===== config.mk =====
export PLATFORM = sky130hd
export DESIGN_NAME = control_pipe
export DESIGN_NICKNAME = d
export VERILOG_FILES = /design/src/rtl/control_pkg.sv /design/src/rtl/control_decode.sv /design/src/rtl/control_pipe.sv
export SDC_FILE = /design/constraint.sdc
export NUM_CORES = 1
export LEC_CHECK = 0
export CORE_MARGIN = 10
export CORE_UTILIZATION = 50
export DETAILED_ROUTE_END_ITERATION = 8
export PLACE_DENSITY = 0.85
export SYNTH_ARGS = -nofsm -noshare
export SYNTH_HDL_FRONTEND = slang
export SYNTH_HIERARCHICAL = 1
export SYNTH_SLANG_ARGS = --single-unit

===== constraint.sdc =====
create_clock -name clk -period 6.8 [get_ports clk]
set_clock_uncertainty 0.05 [all_clocks]
set_input_delay 0.68 -clock clk [delete_from_list [all_inputs] [get_ports clk]]
set_output_delay 0.68 -clock clk [all_outputs]
set_load 0.02 [all_outputs]

===== src/rtl/control_pkg.sv =====
// Shared definitions for the registered, hazard-aware control stage.
// Holds opcode/funct values, ALU select encodings, control bundle bit
// offsets and the issue FSM state type. The optional forwarding build is
// selected with the CONTROL_FWD_EN macro in the files that import this package.
package control_pkg;

  localparam logic [5:0] OP_LW    = 6'd34;
  localparam logic [5:0] OP_SW    = 6'd35;
  localparam logic [5:0] OP_BNE   = 6'd36;
  localparam logic [5:0] OP_ADDI  = 6'd37;
  localparam logic [5:0] OP_ORI   = 6'd38;
  localparam logic [5:0] OP_JMP   = 6'd2;
  localparam logic [5:0] OP_RTYPE = 6'd12;

  localparam logic [5:0] FN_ADD = 6'd32;
  localparam logic [5:0] FN_SUB = 6'd34;
  localparam logic [5:0] FN_MUL = 6'd50;

  localparam logic [1:0] ALU_ADD = 2'b00;
  localparam logic [1:0] ALU_SUB = 2'b01;
  localparam logic [1:0] ALU_AND = 2'b10;
  localparam logic [1:0] ALU_OR  = 2'b11;

  // Bundle layout, LSB first:
  // jmpFlag, branchFlag, CS_WB_2, WR_mem, mux2_ALU, mul_Start, ALU_sel[1:0],
  // mux_immediate_or_regB, WR_regfile, rd, rt, rs
  localparam int BIT_JMP       = 0;
  localparam int BIT_BRANCH    = 1;
  localparam int BIT_CS_WB2    = 2;
  localparam int BIT_WR_MEM    = 3;
  localparam int BIT_MUX2_ALU  = 4;
  localparam int BIT_MUL_START = 5;
  localparam int BIT_ALU_LO    = 6;
  localparam int BIT_MUX_IMM   = 8;
  localparam int BIT_WR_REG    = 9;
  localparam int BIT_RD_LO     = 10;

  typedef enum logic {
    ST_RUN      = 1'b0,
    ST_MUL_BUSY = 1'b1
  } ctrl_state_e;

endpackage


===== src/rtl/control_decode.sv =====
// Purely combinational instruction decoder: 32-bit word in, control bundle
// and hazard-relevant attributes out. Undefined opcodes/functs produce the
// NOP bundle (only mux2_ALU set) and raise o_illegal. The o_isLoad output
// exists only when CONTROL_FWD_EN is defined.
module control_decode
  import control_pkg::*;
#(
  parameter int REG_W  = 5,
  parameter int CTRL_W = 3*REG_W+10
) (
  input  logic [31:0]       i_instr,
  output logic [CTRL_W-1:0] o_bundle,
  output logic              o_usesRs,
  output logic              o_usesRt,
  output logic              o_isWriter,
`ifdef CONTROL_FWD_EN
  output logic              o_isLoad,
`endif
  output logic              o_isMul,
  output logic              o_illegal
);

  logic [5:0]       w_opcode;
  logic [5:0]       w_funct;
  logic [REG_W-1:0] w_rs;
  logic [REG_W-1:0] w_rt;
  logic [REG_W-1:0] w_rd;
  logic [1:0]       w_aluSel;
  logic             w_wrReg;
  logic             w_muxImm;
  logic             w_mulStart;
  logic             w_mux2Alu;
  logic             w_wrMem;
  logic             w_csWb2;
  logic             w_branch;
  logic             w_jmp;
  logic             w_unusedShamt;

  assign w_opcode      = i_instr[31:26];
  assign w_funct       = i_instr[5:0];
  // The shamt field has no meaning for this instruction set.
  assign w_unusedShamt = ^i_instr[10:6];

  // Decode opcode/funct into control fields and source/destination usage.
  always_comb begin
    w_rs       = REG_W'(i_instr[25:21]);
    w_rt       = REG_W'(i_instr[20:16]);
    w_rd       = '0;
    w_aluSel   = ALU_ADD;
    w_wrReg    = 1'b0;
    w_muxImm   = 1'b0;
    w_mulStart = 1'b0;
    w_mux2Alu  = 1'b1;
    w_wrMem    = 1'b0;
    w_csWb2    = 1'b0;
    w_branch   = 1'b0;
    w_jmp      = 1'b0;
    o_usesRs   = 1'b0;
    o_usesRt   = 1'b0;
    o_isWriter = 1'b0;
    o_isMul    = 1'b0;
    o_illegal  = 1'b0;
    case (w_opcode)
      OP_LW: begin
        w_wrReg = 1'b1; w_muxImm = 1'b1; w_csWb2 = 1'b1;
        w_rd = w_rt; o_usesRs = 1'b1; o_isWriter = 1'b1;
      end
      OP_SW: begin
        w_wrMem = 1'b1; w_muxImm = 1'b1;
        o_usesRs = 1'b1; o_usesRt = 1'b1;
      end
      OP_BNE: begin
        w_aluSel = ALU_SUB; w_branch = 1'b1;
        o_usesRs = 1'b1; o_usesRt = 1'b1;
      end
      OP_ADDI: begin
        w_wrReg = 1'b1; w_muxImm = 1'b1;
        w_rd = w_rt; o_usesRs = 1'b1; o_isWriter = 1'b1;
      end
      OP_ORI: begin
        w_aluSel = ALU_OR; w_wrReg = 1'b1; w_muxImm = 1'b1;
        w_rd = w_rt; o_usesRs = 1'b1; o_isWriter = 1'b1;
      end
      OP_JMP: w_jmp = 1'b1;
      OP_RTYPE: begin
        w_rd = REG_W'(i_instr[15:11]);
        w_wrReg = 1'b1; o_usesRs = 1'b1; o_usesRt = 1'b1; o_isWriter = 1'b1;
        case (w_funct)
          FN_ADD: w_aluSel = ALU_ADD;
          FN_SUB: w_aluSel = ALU_SUB;
          FN_MUL: begin
            w_mux2Alu = 1'b0; w_mulStart = 1'b1; o_isMul = 1'b1;
          end
          default: o_illegal = 1'b1;
        endcase
      end
      default: o_illegal = 1'b1;
    endcase
    if (o_illegal) begin
      w_rs = '0; w_rt = '0; w_rd = '0; w_aluSel = ALU_ADD;
      w_wrReg = 1'b0; w_mulStart = 1'b0; w_mux2Alu = 1'b1;
      o_usesRs = 1'b0; o_usesRt = 1'b0; o_isWriter = 1'b0; o_isMul = 1'b0;
    end
  end

  assign o_bundle = {w_rs, w_rt, w_rd, w_wrReg, w_muxImm, w_aluSel, w_mulStart,
                     w_mux2Alu, w_wrMem, w_csWb2, w_branch, w_jmp};

`ifdef CONTROL_FWD_EN
  assign o_isLoad = w_csWb2;
`endif

endmodule


===== src/rtl/control_pipe.sv =====
// Registered control stage: valid/ready intake from fetch, decode, and a
// one-cycle registered issue of the control bundle to execute. Adds RAW
// stalling against a write-back scoreboard, multiplier occupancy and
// post-jump/taken-branch squashing. Defining CONTROL_FWD_EN lets ALU results
// forward (fwd_a/fwd_b ports) so only load and mul results stall.
module control_pipe
  import control_pkg::*;
#(
  parameter  int REG_W       = 5,
  parameter  int MUL_LATENCY = 4,
  parameter  int SB_DEPTH    = 3,
  parameter  int FLUSH_SLOTS = 1,
  localparam int CTRL_W      = 3*REG_W+10,
  localparam int FWD_W       = $clog2(SB_DEPTH+1)
) (
  input  logic              clk,
  input  logic              rst_n,
  input  logic              instr_valid,
  input  logic [31:0]       instr,
  output logic              instr_ready,
  input  logic              br_taken,
  output logic              ctrl_valid,
  output logic [CTRL_W-1:0] ctrl_bus,
  output logic              stall,
  output logic              illegal
`ifdef CONTROL_FWD_EN
  ,
  output logic [FWD_W-1:0]  fwd_a,
  output logic [FWD_W-1:0]  fwd_b
`endif
);

  localparam int MUL_CNT_W = $clog2(MUL_LATENCY+1);
  localparam int FLUSH_W   = 2;

  logic [CTRL_W-1:0]    w_decBundle;
  logic                 w_decUsesRs;
  logic                 w_decUsesRt;
  logic                 w_decWriter;
  logic                 w_decMul;
  logic                 w_decIllegal;
  logic [REG_W-1:0]     w_rs;
  logic [REG_W-1:0]     w_rt;
  logic [REG_W-1:0]     w_rd;
  logic                 w_srcRsLive;
  logic                 w_srcRtLive;
  logic                 w_hazard;
  logic                 w_flushing;
  logic                 w_accept;
  logic                 w_issue;
  logic                 w_mulBusy;
  ctrl_state_e          r_state;
  ctrl_state_e          w_nextState;
  logic [MUL_CNT_W-1:0] r_mulCnt;
  logic [FLUSH_W-1:0]   r_flushCnt;
  logic                 r_sbValid [SB_DEPTH];
  logic [REG_W-1:0]     r_sbDest  [SB_DEPTH];
  logic                 r_ctrlValid;
  logic [CTRL_W-1:0]    r_ctrlBus;
  logic                 r_illegal;
`ifdef CONTROL_FWD_EN
  logic                 w_decLoad;
  logic                 r_sbLoad  [SB_DEPTH];
  logic                 r_sbMul   [SB_DEPTH];
  logic                 w_stallA;
  logic                 w_stallB;
  logic [FWD_W-1:0]     w_fwdA;
  logic [FWD_W-1:0]     w_fwdB;
  logic [FWD_W-1:0]     r_fwdA;
  logic [FWD_W-1:0]     r_fwdB;
`endif

  control_decode #(.REG_W(REG_W), .CTRL_W(CTRL_W)) u_decode (
    .i_instr    (instr),
    .o_bundle   (w_decBundle),
    .o_usesRs   (w_decUsesRs),
    .o_usesRt   (w_decUsesRt),
    .o_isWriter (w_decWriter),
`ifdef CONTROL_FWD_EN
    .o_isLoad   (w_decLoad),
`endif
    .o_isMul    (w_decMul),
    .o_illegal  (w_decIllegal)
  );

  assign w_rs        = w_decBundle[BIT_RD_LO+2*REG_W +: REG_W];
  assign w_rt        = w_decBundle[BIT_RD_LO+REG_W +: REG_W];
  assign w_rd        = w_decBundle[BIT_RD_LO +: REG_W];
  assign w_srcRsLive = w_decUsesRs && (w_rs != '0);
  assign w_srcRtLive = w_decUsesRt && (w_rt != '0);

  // Compare live sources against in-flight writers; the youngest match decides.
  always_comb begin
    w_hazard = 1'b0;
`ifdef CONTROL_FWD_EN
    w_stallA = 1'b0;
    w_stallB = 1'b0;
    w_fwdA   = '0;
    w_fwdB   = '0;
    for (int i = SB_DEPTH-1; i >= 0; i--) begin
      if (r_sbValid[i] && w_srcRsLive && (r_sbDest[i] == w_rs)) begin
        w_stallA = r_sbLoad[i] || r_sbMul[i];
        w_fwdA   = w_stallA ? '0 : FWD_W'(i+1);
      end
      if (r_sbValid[i] && w_srcRtLive && (r_sbDest[i] == w_rt)) begin
        w_stallB = r_sbLoad[i] || r_sbMul[i];
        w_fwdB   = w_stallB ? '0 : FWD_W'(i+1);
      end
    end
    w_hazard = w_stallA || w_stallB;
`else
    for (int i = 0; i < SB_DEPTH; i++) begin
      if (r_sbValid[i] && ((w_srcRsLive && (r_sbDest[i] == w_rs)) ||
                           (w_srcRtLive && (r_sbDest[i] == w_rt))))
        w_hazard = 1'b1;
    end
`endif
  end

  assign w_flushing  = (r_flushCnt != '0);
  assign stall       = w_mulBusy || (instr_valid && w_hazard && !w_flushing);
  assign instr_ready = !stall;
  assign w_accept    = instr_valid && instr_ready;
  assign w_issue     = w_accept && !w_flushing;

  // Issue FSM state register.
  always_ff @(posedge clk or negedge rst_n) begin
    if (!rst_n) r_state <= ST_RUN;
    else        r_state <= w_nextState;
  end

  // Next state: enter MUL_BUSY on an issued mul, leave when the count expires.
  always_comb begin
    w_nextState = r_state;
    case (r_state)
      ST_RUN:      if (w_issue && w_decMul) w_nextState = ST_MUL_BUSY;
      ST_MUL_BUSY: if (r_mulCnt == MUL_CNT_W'(1)) w_nextState = ST_RUN;
      default:     w_nextState = ST_RUN;
    endcase
  end

  // FSM output: the multiplier blocks issue while busy.
  always_comb begin
    w_mulBusy = (r_state == ST_MUL_BUSY);
  end

  // Multiplier occupancy counter.
  always_ff @(posedge clk or negedge rst_n) begin
    if (!rst_n)
      r_mulCnt <= '0;
    else if ((r_state == ST_RUN) && w_issue && w_decMul)
      r_mulCnt <= MUL_CNT_W'(MUL_LATENCY);
    else if (r_state == ST_MUL_BUSY)
      r_mulCnt <= r_mulCnt - MUL_CNT_W'(1);
  end

  // Flush slot counter: loaded by jmp issue or taken branch, spent per accept.
  always_ff @(posedge clk or negedge rst_n) begin
    if (!rst_n)
      r_flushCnt <= '0;
    else if (br_taken || (w_issue && w_decBundle[BIT_JMP]))
      r_flushCnt <= FLUSH_W'(FLUSH_SLOTS);
    else if (w_accept && w_flushing)
      r_flushCnt <= r_flushCnt - FLUSH_W'(1);
  end

  // Write-back scoreboard shifts every cycle; only issued writers enter.
  always_ff @(posedge clk or negedge rst_n) begin
    if (!rst_n) begin
      for (int i = 0; i < SB_DEPTH; i++) begin
        r_sbValid[i] <= 1'b0;
        r_sbDest[i]  <= '0;
`ifdef CONTROL_FWD_EN
        r_sbLoad[i]  <= 1'b0;
        r_sbMul[i]   <= 1'b0;
`endif
      end
    end else begin
      r_sbValid[0] <= w_issue && w_decWriter;
      r_sbDest[0]  <= (w_issue && w_decWriter) ? w_rd : '0;
`ifdef CONTROL_FWD_EN
      r_sbLoad[0]  <= w_issue && w_decWriter && w_decLoad;
      r_sbMul[0]   <= w_issue && w_decWriter && w_decMul;
`endif
      for (int i = 1; i < SB_DEPTH; i++) begin
        r_sbValid[i] <= r_sbValid[i-1];
        r_sbDest[i]  <= r_sbDest[i-1];
`ifdef CONTROL_FWD_EN
        r_sbLoad[i]  <= r_sbLoad[i-1];
        r_sbMul[i]   <= r_sbMul[i-1];
`endif
      end
    end
  end

  // Registered issue to execute; squashed or absent words become bubbles.
  always_ff @(posedge clk or negedge rst_n) begin
    if (!rst_n) begin
      r_ctrlValid <= 1'b0;
      r_ctrlBus   <= '0;
      r_illegal   <= 1'b0;
`ifdef CONTROL_FWD_EN
      r_fwdA      <= '0;
      r_fwdB      <= '0;
`endif
    end else begin
      r_ctrlValid <= w_issue;
      r_ctrlBus   <= w_issue ? w_decBundle : '0;
      r_illegal   <= w_issue && w_decIllegal;
`ifdef CONTROL_FWD_EN
      r_fwdA      <= w_issue ? w_fwdA : '0;
      r_fwdB      <= w_issue ? w_fwdB : '0;
`endif
    end
  end

  assign ctrl_valid = r_ctrlValid;
  assign ctrl_bus   = r_ctrlBus;
  assign illegal    = r_illegal;
`ifdef CONTROL_FWD_EN
  assign fwd_a      = r_fwdA;
  assign fwd_b      = r_fwdB;
`endif

endmodule

Word-level counts from Yosys, hierarchy flattened. Index checks and enable logic that the tools add are counted.

Word-level logic and storage cells: 111. Output and inout bits: 29. Register bits after elaboration: 51.

Reductions and logical operators: 41. $add $sub $neg: 2. Mux-type cells: 38. Bitwise gates (word level): 1. Eq/ne operators: 17.

Operators with widths (count): $eq A6 B6 Y1 const B (8); $eq A5 B5 Y1 (6); $mux W25 (1); $mux W1 (24); $logic_and A1 B1 Y1 (22); $mux W5 (4); $reduce_or A6 Y1 (2); $pmux W5 S2 (1); $reduce_bool A5 Y1 (2); $reduce_or A3 Y1 (3); $reduce_or A4 Y1 (2); $eq A6 B2 Y1 const B (1); $eq A6 B4 Y1 const B (1); $mux W2 (3); $mux W3 (2); $pmux W2 S3 (1); $reduce_bool A2 Y1 (3); $logic_or A1 B1 Y1 (5); $pmux W1 S2 (2); $eq A3 B1 Y1 const B (1); $sub A3 B1 Y3 const B (1); $logic_not A1 Y1 (2); $sub A2 B1 Y2 const B (1); $not A1 Y1 (1).

Longest topological paths before layout. Gate-level depths: netlist of the first run.

Word-level depth: 22. Gate-level depth with buffers: 15. Gate-level depth less buffers: 10.

Modules after synthesis. Netlist of the first run, hierarchy kept.

Modules (own cells, without submodules): control_pipe (area an instance 2094.5 um^2, cells an instance 164, times used 1); control_decode (area an instance 465.4 um^2, cells an instance 75, times used 1).

Worst setup path before layout of the first run. No wires, ideal clock.

Path kind: input port to output port. Start: input port instr[28]. End: output port stall. Data required time: 6.070 ns. Buffers on the path: 2. Stages: 12. Data arrival time: 3.123 ns. Setup slack: 2.947 ns. Cell sequence: buf_2 or3b_1 a2bb2oi_1 a221oi_2 buf_4 and2_1 xor2_1 nor4_1 nand3_1 and3_4 o22ai_1 a31o_1.

Cells in the longest elaborated chain, start to end: 15. Elaborated cells between the ends (all ways): 45. Those cells by class: 13 x eq/ne; 10 x mux; 22 x reduce/logical.

RTL lines: start: declaration (RTL line control_pipe.sv:19) `input logic [31:0] instr,`; $eq A6 B6 Y1 or $eq A6 B2 Y1 (tied branches) (RTL line control_decode.sv:63) `case (w_opcode)`; $reduce_or A6 Y1 (no source line); $pmux W1 S2 * (RTL line control_decode.sv:63); $mux W5 * (RTL line control_decode.sv:99) `if (o_illegal) begin`; named net w_decBundle[23] (RTL line control_pipe.sv:36) `logic [CTRL_W-1:0] w_decBundle;`; $reduce_bool A5 Y1 (RTL line control_pipe.sv:89) `assign w_srcRsLive = w_decUsesRs && (w_rs != '0);`; $logic_and A1 B1 Y1 (RTL line control_pipe.sv:89); $logic_and A1 B1 Y1 (RTL line control_pipe.sv:113) `if (r_sbValid[i] && ((w_srcRsLive && (r_sbDest[i] == w_rs)) ||`; $logic_or A1 B1 Y1 (RTL line control_pipe.sv:113); $logic_and A1 B1 Y1 (RTL line control_pipe.sv:113); $mux W1 (2 in a row) (RTL line control_pipe.sv:113); $mux W1 * (RTL line control_pipe.sv:113); $logic_and A1 B1 Y1 * (2 in a row) (RTL line control_pipe.sv:121) `assign stall = w_mulBusy || (instr_valid && w_hazard && !w_flushing);`; $logic_or A1 B1 Y1 * (RTL line control_pipe.sv:121); end: declaration (RTL line control_pipe.sv:24) `output logic stall,`.

Mark *: on every way through the listed nets, which the timed path passes. The rest lies on a longest branch.

Worst setup path in the final report of the first run.
Start: input port instr[27]. End: output port stall.

Cells in the longest elaborated chain, start to end: 15. Elaborated cells between the ends (all ways): 45. Those cells by class: 13 x eq/ne; 10 x mux; 22 x reduce/logical.

RTL lines: $eq A6 B6 Y1 or $eq A6 B2 Y1 (tied branches) (RTL line control_decode.sv:63); $reduce_or A6 Y1 (no source line); $pmux W1 S2 * (RTL line control_decode.sv:63); $mux W5 * (RTL line control_decode.sv:99); named net w_decBundle[18] (RTL line control_pipe.sv:36); $reduce_bool A5 Y1 (RTL line control_pipe.sv:90) `assign w_srcRtLive = w_decUsesRt && (w_rt != '0);`; $logic_and A1 B1 Y1 (RTL line control_pipe.sv:90); $logic_and A1 B1 Y1 (RTL line control_pipe.sv:114) `(w_srcRtLive && (r_sbDest[i] == w_rt))))`; $logic_or A1 B1 Y1 (RTL line control_pipe.sv:113); $logic_and A1 B1 Y1 (RTL line control_pipe.sv:113); $mux W1 (2 in a row) (RTL line control_pipe.sv:113); $mux W1 * (RTL line control_pipe.sv:113); $logic_and A1 B1 Y1 * (2 in a row) (RTL line control_pipe.sv:121); $logic_or A1 B1 Y1 * (RTL line control_pipe.sv:121).

Marked as above.

==> metrics, run 1 <==
status finished, final reports clean; most common cell after layout, fill and taps aside clkdlybuf4s50_1; Die Width 91.6 um; initial drt markers 83; Critical Path AT 4.73 ns; Max VDD drop 0.0985 mV; Post-CTS Resized 0; Crit Path Category input port to output pin; DRC 0; wire per inst 15.9 um; post-route antenna net violation count 0; drt total wl 5650 um; total iterations of the first detailed-routing run 4; R2R cell count 6; clock latency at the later pin of the worst-skew pair 0.32 ns; Slowest-stage cell, CP clkdlybuf4s50_1; Hold-fix buffers, CTS 0; die outline height 91.6 um; dpl cell area 3110 um2; Antenna Cells 0; Yosys cell types 44; WL met3 423 um; RD Place Congestion 0.874; worst hold start r_sbValid[2]; placed cells 347; CTS H-Tree Depth 2; CTS tree done; Primary FF master, synth dfrtp_1; routed wl met2 2720 um; CP max FO 11; Worst Hold Class flop to flop; Syn Inst Count 239; final setup violating endpoints 0; Post-CTS Setup Inserts 0; sequential share of power 50.9%; clk slew on worst S/H paths 0.10 ns; Critical Path End Type output pin; Mapped Area 2560 um2; detailed-route via count 1839; Post-Layout Cell Count 355; worst min-delay path endpoint r_sbValid[1]; post-layout minimum cycle time 5.46 ns; max_cap viols 0; Crit path top cell by count clkdlybuf4s50_1; RSZ-0062 raised after global routing no; Worst slew margin 25.6%; Post-synth EDFFs 0; # rows 25; largest net degree at the start of global routing 52; worst hold path depth 0; design area 3230 um2; Max Clock Freq 0.183 GHz; setup_tns 0 ns; clock root buffer clkbuf_8; Worst setup SP type input port; Sink Count 51; Internal Power 464 uW; Congestion Overflow GR 0; Synth top area share 49.9%; CTS max path bufs 2; Hold Fails Final Rpt 0; CP required 6.07 ns; first-pass GRT wire length 9430 um; logic gate share of total power 12.4%; Critical Path Max Stage Delay 0.65 ns; dpl hpwl 4250 um; vias in the first global route 2005; Final #Nets 326; Yosys top cell by area dfrtp_1; IO Port Bufs 59; Seq/Total Area, Yosys 49.9%; Layout area overhead 26.1%; M1 WL 2340 um; slew at the pin with the worst max-slew slack 1.12 ns; Tcrit/Tclk final 80.3%; sw power 144 uW; synthesized area per cell 10.7 um2; commonest non-fill, non-tap cells in the layout 58 x clkdlybuf4s50_1, 51 x dfrtp_1, 38 x and2_1; DIE AREA 8380 um2; core area 4850 um2; share of post-route cells with drive strength above 1 5.56%; Net Count, Synth 278; Num CTS Buffers 5; worst reg-to-reg setup slack 4.59 ns; r2r startpoint r_sbDest[13]; Top Metal Used met4; clock power share 36.7%; crit-path cells clkdlybuf4s50_1 -> or3b_1 -> a2bb2oi_1 -> a221oi_2 -> and2_1 -> xor2_1 -> nor4_1 -> nand3_1 -> and3_1 -> o22ai_1 -> a31o_1 -> clkdlybuf4s50_1; Total Routing Usage GR 14.0%; vias per inst 5.18; YS warnings 6; pwr/cell area 188 nW/um2; P_leak 1.59 nW; Post-synth ARST share 100%; antenna violations before repair 0; Seq cells post-synth 51; I/O pin count 65; Net Sw Frac 23.7%; initial core utilization 52.8%; RR Endpoint r_flushCnt[0]; top post-synthesis cells by area dfrtp_1 50%, and2_1 9.3%, xor2_1 8.2%; max-slew violations 0
## Yosys cell counts, types with 2 or more instances
cell,instances
or4_1,2
xor2_1,24
a21oi_1,4
xnor2_1,9
o21ai_1,2
and3_1,7
o21ai_0,4
a22oi_1,6
buf_4,10
nand3_1,7
clkbuf_1,3
buf_2,3
nand2_1,6
a21o_1,2
buf_6,2
o22ai_1,2
nor4_1,8
inv_1,9
ha_1,3
dfrtp_1,51
nand3b_1,2
nor3b_1,2
and2_1,38
nor2b_1,2
nor2_1,9
nand2b_1,3
a221oi_2,2
## flip-flops by register name, summed over array words and instances (netlist names)
name and cells:
ctrl_bus 25, r_sbValid 3, r_flushCnt 2, illegal 1
r_sbDest 15, r_state 1, r_mulCnt 3, ctrl_valid 1
## kinds of logic (layout without fill, tap and decap cells)
kind of cell / Yosys count / in the layout / synth area share [%]
and+or+nand+nor: 94 / 94 / 22.1
adders and majority gates: 3 / 3 / 1.47
DFF: 51 / 51 / 49.9
xor gates and xnor gates: 33 / 33 / 11.3
AOI/OAI and AO/OA: 30 / 30 / 8.94
buffers and inverters: 28 / 77 / 6.30
## cell type report
type | count | area (um2)
Fill cell | 371 | 1620
Inverter | 10 | 37.5
Sequential cell | 51 | 1280
Clock buffer | 6 | 82.6
Multi-Input combinational cell | 160 | 1120
Timing Repair Buffer | 59 | 586
Tap cell | 67 | 83.8
Clock inverter | 2 | 38.8
## power groups by stage
stage / clock [mW] / combinational [mW] / sequential (mW)
detailed placement: 0 / 0.0755 / 0.315
global route: 0.240 / 0.0834 / 0.310
finish: 0.223 / 0.0753 / 0.309
global placement: 0 / 0.0736 / 0.315
CTS: 0.227 / 0.0759 / 0.309
floorplan: 0 / 0.0389 / 0.318
## how the worst max path moves through the flow
stage                  to  cells after the start  startpoint  slack [ns]
floorplan           stall                     12   instr[28]        2.95
finish              stall                     12   instr[27]        1.34
CTS                 stall                     12   instr[27]        1.37
detailed placement  stall                     12   instr[27]        1.38
global placement    stall                     12   instr[27]        1.49
global route        stall                     12   instr[27]        1.02
## critical path: cells and delay by family
kind            cells  cell delay, ns
simple gates        5            1.54
buf+inv             2            1.26
compound gates      4            1.14
xor+xnor            1            0.10
## layer usage
| metal | up-vias | global-route usage, % |
|---|---|---|
| met2 | 58 | 22.9 |
| met5 | - | 0 |
| met3 | 17 | 5.19 |
| li1 | 891 | - |
| met1 | 873 | 15.4 |
| met4 | 0 | 7.44 |
## metrics by stage
step | util, % | hold slack [ns] | worst slack [ns] | power (mW)
2_1_floorplan | - | 0.323 | 2.95 | 0.357
3_5_place_dp | 64.1 | 0.342 | 1.38 | 0.391
5_1_grt | 66.6 | 0.385 | 1.02 | 0.633
6_report | 66.6 | 0.363 | 1.34 | 0.608
4_1_cts | 66.6 | 0.365 | 1.37 | 0.612
3_3_place_gp | 64.1 | 0.334 | 1.49 | 0.389
Note: power is estimated with default switching activity, not from simulation.
==> run 2, diff against run 1 <==
--- a/config.mk
+++ b/config.mk
@@ -6,9 +6,9 @@
 export NUM_CORES = 1
 export LEC_CHECK = 0
 export CORE_MARGIN = 10
-export CORE_UTILIZATION = 50
+export CORE_UTILIZATION = 49
 export DETAILED_ROUTE_END_ITERATION = 8
-export PLACE_DENSITY = 0.85
+export PLACE_DENSITY = 0.84
 export SYNTH_ARGS = -nofsm -noshare
 export SYNTH_HDL_FRONTEND = slang
 export SYNTH_HIERARCHICAL = 1
==> constraint.sdc (replaced) <==
create_clock -name clk -period 5.4 [get_ports clk]
set_clock_uncertainty 0.05 [all_clocks]
set_input_delay 0.54 -clock clk [delete_from_list [all_inputs] [get_ports clk]]
set_output_delay 0.54 -clock clk [all_outputs]
set_load 0.02 [all_outputs]
==> run 2 against run 1 <==
  * Register-to-register slack worse by 1.3 ns
  * Cell count up 1.4%
  * Core utilization down 3.1 points
  * Flip-flop and latch count unchanged
  * Total power up 18%
  * Sequential share of layout area up 0.092 points
  * First-iteration DRC count up 54%
==> metrics, run 2 (synthesis results as in run 1) <==
clk slew on worst S/H paths 0.09 ns; Final #Nets 328; commonest non-fill, non-tap cells in the layout 58 x clkdlybuf4s50_1, 51 x dfrtp_1, 38 x and2_1; max_cap viols 0; pwr/cell area 222 nW/um2; RD Place Congestion 0.835; post-layout minimum cycle time 4.91 ns; Crit Path Category input port to output pin; Critical Path AT 4.32 ns; largest net degree at the start of global routing 52; drt total wl 5610 um; logic gate share of total power 13.3%; vias in the first global route 1976; Worst slew margin 27.9%; Sink Count 51; placed cells 352; clock root buffer clkbuf_8; status finished, final reports clean; post-route antenna net violation count 0; Layout area overhead 25.8%; I/O pin count 65; Hold-fix buffers, CTS 0; CTS tree done; routing usage on met3 5.38%; Congestion Overflow GR 0; Post-CTS Resized 0; CP max FO 11; sequential share of power 54.5%; Num CTS Buffers 5; Worst setup SP type input port; share of post-route cells with drive strength above 1 6.21%; first-pass GRT wire length 9650 um; Max Clock Freq 0.204 GHz; # rows 26; DRC 0; GR Util met1 15.2%; dpl hpwl 4280 um; CP required 4.81 ns; wire per inst 15.6 um; clock power share 32.2%; Worst Hold Class flop to flop; RSZ-0062 raised after global routing no; antenna violations before repair 0; most common cell after layout, fill and taps aside clkdlybuf4s50_1; vias per inst 5.16; die outline height 92.3 um; DIE AREA 8520 um2; Total Routing Usage GR 13.9%; met2 GRT Util 23.6%; max-slew violations 0; clock latency at the later pin of the worst-skew pair 0.31 ns; final setup violating endpoints 0; final hold slack 0.363 ns; initial drt markers 128; IO Port Bufs 59; sw power 187 uW; Hold Fails Final Rpt 0; Antenna Cells 0; slew at the pin with the worst max-slew slack 1.08 ns; CTS max path bufs 2; initial core utilization 50.4%; Post-Layout Cell Count 360; busiest layer in global routing met2; Max VDD drop 0.130 mV; core area 5070 um2; total iterations of the first detailed-routing run 4; Tcrit/Tclk final 90.9%; max reg flops 25; Critical Path End Type output pin; Internal Power 528 uW; Net Sw Frac 26.2%; Post-CTS Setup Inserts 0; CTS H-Tree Depth 2; P_leak 1.59 nW; detailed-route via count 1857; setup_tns 0 ns; Die Width 92.3 um
## run 2: cell count changes in the layout (fill, tap and decap cells not counted), sizes merged
cell	change
clkinv	+1
inv	+1
buf	+2
bufinv	-1
clkbuf	-1
## run 2: per-layer routing
layer,vias to the layer above,routed length (um)
met1,881,2270
met2,65,2820
met4,0,108
met5,-,0
met3,10,416
li1,901,-
## run 2: cell type report
class	count	area, um2
fill	434	1860
sequential	51	1280
multi-input combinational	160	1120
timing repair buffer	61	601
tap	70	87.6
clock buffer	5	68.8
inverter	10	37.5
clock inverter	3	26.3
## run 2: per-stage QoR
stage                     cell area (um2)  setup WS (ns)  power, mW  util [%]
after global routing                 3220          0.218      0.745      63.4
after global placement               3120          0.607      0.490      61.6
after floorplan                      2560           1.83      0.450         -
after detailed placement             3120          0.495      0.493      61.6
after CTS                            3220          0.510      0.717      63.4
final                                3220          0.489      0.715      63.4
## run 2: power by group through the flow
stage	clock network, mW	registers [mW]	logic, mW
5_1_grt	0.249	0.390	0.106
4_1_cts	0.231	0.390	0.0960
6_report	0.230	0.390	0.0950
2_1_floorplan	0	0.401	0.0490
3_3_place_gp	0	0.397	0.0933
3_5_place_dp	0	0.397	0.0957
## run 2: path summary, 6_finish.rpt
check / start / end / slack [ns] / depth (start not counted)
max: instr[27] / stall / 0.49 / 13
min: r_sbValid[1] / r_sbValid[0] / 0.36 / 0
max reg2reg: r_sbDest[13] / r_flushCnt[0] / 3.24 / 6
min reg2reg: r_sbValid[1] / r_sbValid[0] / 0.36 / 0
max in group asynchronous: rst_n / ctrl_bus[21] / 4.26 / 1
min in group asynchronous: rst_n / ctrl_bus[24] / 0.38 / 1
## run 2: critical path: stages
cell	delay, ns
clkdlybuf4s50_1	0.64
or3b_1	0.41
a2bb2oi_1	0.15
a221oi_2	0.27
buf_4	0.21
and2_1	0.32
xor2_1	0.14
nor4_1	0.33
nand3_1	0.12
and3_1	0.23
o22ai_1	0.18
a31o_1	0.17
clkdlybuf4s50_1	0.60
